### src/rtl/conv_encoder_framer.sv
// Rate-1/2, K=4 convolutional encoder with per-frame 3-bit zero tail so the trellis ends in state 0.
// Optional symbol error injection (err_idx/err_mask ports) is built when CONV_ERR_INJECT_EN is defined.
module conv_encoder_framer #(
    parameter int         FRAME_LEN = 16,
    parameter int         CW        = 8,
    parameter logic [3:0] G0        = 4'b1111,
    parameter logic [3:0] G1        = 4'b1101
) (
    input  logic          clock,
    input  logic          reset,
    input  logic          start,
    input  logic          din,
    input  logic          din_valid,
    output logic          din_ready,
`ifdef CONV_ERR_INJECT_EN
    input  logic [CW-1:0] err_idx,
    input  logic [1:0]    err_mask,
`endif
    output logic [1:0]    Rx,
    output logic          rx_valid,
    output logic          seqrdy,
    output logic          busy,
    output logic          frame_done
);

    typedef enum logic [1:0] {IDLE, DATA, TAIL, DONE} state_t;

    localparam logic [CW-1:0] LAST_BIT_IDX = CW'(FRAME_LEN - 1);
    localparam logic [CW-1:0] LAST_SYM_IDX = CW'(FRAME_LEN + 2);

    state_t        state;
    state_t        state_next;
    logic [2:0]    sr;
    logic [CW-1:0] sym_cnt;
    logic [1:0]    tail_cnt;
    logic          accept;
    logic          last_bit;
    logic          tail_end;
    logic          emit;
    logic          din_eff;
    logic [3:0]    tap_vec;
    logic [1:0]    sym_code;
    logic [1:0]    sym_out;

    always_ff @(posedge clock) begin
        if (!reset) begin
            state <= IDLE;
        end else begin
            state <= state_next;
        end
    end

    always_comb begin
        state_next = state;
        case (state)
            IDLE:    if (start) state_next = DATA;
            DATA:    if (accept && last_bit) state_next = TAIL;
            TAIL:    if (tail_end) state_next = DONE;
            DONE:    state_next = IDLE;
            default: state_next = IDLE;
        endcase
    end

    always_comb begin
        din_ready  = 1'b0;
        busy       = 1'b1;
        frame_done = 1'b0;
        case (state)
            IDLE:    busy = 1'b0;
            DATA:    din_ready = 1'b1;
            DONE:    frame_done = 1'b1;
            default: ;
        endcase
    end

    // TAIL spends cycles 0..2 emitting zero-input symbols; cycle 3 only shows the last one
    assign tail_end = (tail_cnt == 2'd3);
    assign accept   = din_valid & din_ready;
    assign last_bit = (sym_cnt == LAST_BIT_IDX);
    assign emit     = accept | ((state == TAIL) & ~tail_end);
    assign din_eff  = (state == DATA) & din;

    assign tap_vec  = {din_eff, sr};
    assign sym_code = {^(G0 & tap_vec), ^(G1 & tap_vec)};

`ifdef CONV_ERR_INJECT_EN
    assign sym_out = sym_code ^ ((sym_cnt == err_idx) ? err_mask : 2'b00);
`else
    assign sym_out = sym_code;
`endif

    always_ff @(posedge clock) begin
        if (!reset) begin
            sr       <= '0;
            sym_cnt  <= '0;
            tail_cnt <= '0;
            Rx       <= '0;
            rx_valid <= 1'b0;
            seqrdy   <= 1'b0;
        end else begin
            rx_valid <= emit;
            if (state == IDLE && start) begin
                sr       <= '0;
                sym_cnt  <= '0;
                tail_cnt <= '0;
            end
            if (emit) begin
                Rx     <= sym_out;
                sr     <= {din_eff, sr[2:1]};
                seqrdy <= 1'b1;
                if (sym_cnt != LAST_SYM_IDX) begin
                    sym_cnt <= sym_cnt + CW'(1);
                end
            end
            if (state == TAIL) begin
                if (tail_end) begin
                    seqrdy <= 1'b0;
                end else begin
                    tail_cnt <= tail_cnt + 2'd1;
                end
            end
        end
    end

endmodule

### config.mk
export PLATFORM = sky130hd
export DESIGN_NAME = conv_encoder_framer
export DESIGN_NICKNAME = d
export VERILOG_FILES = /design/src/rtl/conv_encoder_framer.sv
export SDC_FILE = /design/constraint.sdc
export NUM_CORES = 1
export LEC_CHECK = 0
export ABC_AREA = 1
export BUFFER_PORTS_ARGS = -buffer_cell sky130_fd_sc_hd__buf_2
export CAP_MARGIN = 20
export CORE_UTILIZATION = 34
export DETAILED_ROUTE_END_ITERATION = 10
export PLACE_DENSITY = 0.58
export SLEW_MARGIN = 20
export SYNTH_ARGS = -nofsm -noshare
export SYNTH_HDL_FRONTEND = slang
export SYNTH_SLANG_ARGS = --single-unit
### constraint.sdc
create_clock -name clock -period 1.95 [get_ports clock]
set_input_delay 0.2925 -clock clock [delete_from_list [all_inputs] [get_ports clock]]
set_output_delay 0.2925 -clock clock [all_outputs]
set_load 0.02 [all_outputs]
==> metrics.md <==
| Metric | Value |
|---|---|
| Slew Limit Fails | `0` |
| CTS root buffer | `clkbuf_4` |
| Hold slack | `about 0.28 ns` |
| Peak VDD IR | `0.000646 V` |
| Worst Hold Path Cells | `3` |
| Register-to-Register Path Depth | `8` |
| Commonest non-fill, non-tap cell in the layout | `nand2_1` |
| Die Footprint | `between 3000 and 4000 sq um` |
| Worst-path cell chain | `inv_1 -> ha_1 -> nand2_1 -> nand2_2 -> nand2_2 -> inv_1 -> a21oi_1 -> nor2_1` |
| Worst Tran Pin Value | `0.284 ns` |
| Origin of the worst setup path | `state[1]$_SDFFE_PN0P_` |
| CP required | `~2.2 ns` |
| Lkg Pwr | `approximately 0.00056 uW` |
| Crit path kind | `reg -> reg` |
| WL final | `about 2.2 mm` |
| Worst Clk Skew | `between 0.01 and 0.015 ns` |
| WL/cell | `around 10 um` |
| Min Clock Period, post-route | `~1.6 ns` |
| TritonCTS Buffers | `3` |
| CTS clock-pin slew for the worst setup and hold paths | `~0.12 ns` |
| Cts hold-fix bufs | `0` |
| CP startpoint kind | `register` |
| Register area share after synthesis | `a little over a third` |
| Vias in the first global route | `968` |
| Mapped cell area | `between 1000 and 1500 sq um` |
| Routed Antenna Nets | `0` |
| Initial DRC count | `45` |
| Standard-cell rows | `20` |
| Synth unique cells | `23` |
| TNS Setup | `0 ns` |
| R2r startpoint | `state[1]$_SDFFE_PN0P_` |
| Filler cell count | `between 300 and 400` |
| Routability Congestion | `between 0.8 and 0.9` |
| CP max stage cell | `dfxtp_1` |
| Global Route Usage Sum | `15.5%` |
| Largest net degree at the start of global routing | `13` |
| Hold crit path type | `in -> reg` |
| Crit. End Element | `register` |
| Core ar. | `3050 sq um` |
| Mapped Cells | `between 150 and 200` |
| Footprint of the multi-input gates | `between 600 and 700 sq um` |
| Register area | `380 sq um` |
| Initial Utilization | `between 30% and 40%` |
| Relative slew slack | `between 80 and 90%` |
| DR pass1 iterations | `4` |
| Fmax achieved | `0.628 GHz` |
| Fin crit share | `a little over 80%` |
| RSZ-0062 raised after global routing | `false` |
| Mapped Nets | `about 170` |
| Area growth syn-to-layout | `11.2%` |
| Synthesis warning total | `0` |
| Pwr dens | `1210 nW/um^2` |
| Final Hold Fails | `0` |
| Crit path max fanout | `12` |
| Initial antenna violation count | `0` |
| FF+latch count, synth | `19` |
| Share of layout cells above drive strength 1 | `between 10% and 20%` |
| CTS tree | `built` |
| Num ports | `12` |
| Final #Nets | `182` |
| FF-to-FF End | `sym_cnt[1]$_SDFF_PN0_` |
| Antenna Cells | `0` |
| First-pass GRT wire length | `about 4 mm` |
| Max cap viols | `0` |
| Crit path to | `sym_cnt[1]$_SDFF_PN0_` |
| Clock Tree Buf Depth | `2` |
| Post-CTS setup buffers | `0` |
| Sink Count | `19` |
| Total gr overflow | `0` |
| Finished layout cell area | `approximately 1200 sq um` |
| Post-DP Area | `~1200 sq um` |
| H-Tree Depth | `1` |
| CP max stage delay | `around 0.4 ns` |
| DRC violations left | `0` |
| Die Y | `just under 60 um` |
| Worst-Skew Late Latency | `0.31 ns` |
| Critical Path AT | `1.81 ns` |
| Syn avg cell area | `7.01 sq um` |
| R2r setup slk | `roughly 0.36 ns` |
| Die Wd | `around 60 um` |
| Via-per-instance ratio | `~4.6` |
| Endpoints failing setup | `0` |
| Post-CTS resize count | `0` |
| Hpwl dp | `between 1.5 and 2 mm` |
| Port buffer count | `11` |
| Commonest cells after routing, fill and taps aside | `35 x nand2_1, 23 x inv_1, 19 x dfxtp_1` |
| DR vias | `between 900 and 1000` |
| Outcome | `finished, final reports clean` |
-- layout make-up --
cell class / count / area share [%]
clock buffer: 3 / 1.86
tap: 44 / 4.55
sequential: 19 / 31.5
clock inverter: 1 / 0.414
timing repair buffer: 11 / 4.55
multi-input combinational: 110 / 49.7
inverter: 24 / 7.45
-- flip-flops by register name (all words and copies together), names as in the netlist --
register,cells
sym_cnt,8
state,2
rx_valid,1
tail_cnt,2
Rx,2
sr,3
seqrdy,1
-- how the worst min path moves through the flow --
stage,start,endpoint
floorplan,tail_cnt[1]$_SDFF_PN0_,tail_cnt[1]$_SDFF_PN0_
global placement,tail_cnt[1]$_SDFF_PN0_,tail_cnt[1]$_SDFF_PN0_
detailed placement,Rx[1]$_SDFFE_PN0P_,Rx[1]$_SDFFE_PN0P_
CTS,din,sr[2]$_SDFFE_PN0P_
global route,din,sr[2]$_SDFFE_PN0P_
finish,din,sr[2]$_SDFFE_PN0P_
-- per-layer routing --
metal / global-route usage, % / wire length, um / vias to the layer above
li1: - / - / 516
met1: 19.5 / 1040 / 447
met2: 26.9 / 1080 / 16
met3: 4.40 / 91 / 2
met4: 2.04 / 10 / 0
met5: 0 / 0 / -
-- metrics by stage --
step	worst slack [ns]	utilization, %	instances	power (uW)
6_report	0.357	39.6	212	1460
5_1_grt	0.189	39.6	212	1610
3_5_place_dp	0.361	38.7	208	1260
3_3_place_gp	0.433	38.7	208	1230
2_1_floorplan	0.501	-	155	1100
4_1_cts	0.366	39.6	212	1470
-- report_power, final --
part | switching [uW] | total [uW] | internal (uW)
registers | 59.9 | 526 | 467
clock network | 134 | 211 | 76.5
logic | 488 | 721 | 233
-- critical path, delay by kind of cell, from the launching register on --
| kind | cells | cell delay, ns |
|---|---|---|
| compound gates | 1 | 0.13 |
| fa+ha+maj | 1 | 0.27 |
| buf+inv | 2 | 0.18 |
| flops | 1 | 0.40 |
| simple gates | 4 | 0.53 |
-- cell usage after synthesis --
cell type | count | share of area [%]
nand2_2 | 4 | 2.3
buf_6 | 1 | 1.0
nor3_2 | 1 | 0.92
ha_1 | 8 | 9.2
nand3_2 | 1 | 0.92
inv_1 | 23 | 7.9
nand3_1 | 14 | 6.4
buf_2 | 1 | 0.46
o21ai_0 | 9 | 4.1
nand4_1 | 1 | 0.58
nand2_1 | 35 | 12
or2_0 | 1 | 0.58
dfxtp_1 | 19 | 35
xor2_1 | 2 | 1.6
clkinv_1 | 1 | 0.34
xnor2_1 | 1 | 0.81
o21bai_1 | 1 | 0.69
nor2_1 | 12 | 4.1
a21oi_1 | 14 | 6.4
a21oi_2 | 1 | 0.81
nor3_1 | 2 | 0.92
or2_1 | 1 | 0.58
nor2_4 | 2 | 2.1
-- cell families after synthesis --
logic type,Yosys count,share of synthesized area (%)
xor+xnor,3,2.42
flops,19,35.0
fa+ha+maj,8,9.21
buf+inv,26,9.78
simple gates,74,31.5
compound gates,25,12.1
No activity file was read; power rests on OpenSTA's default activity.
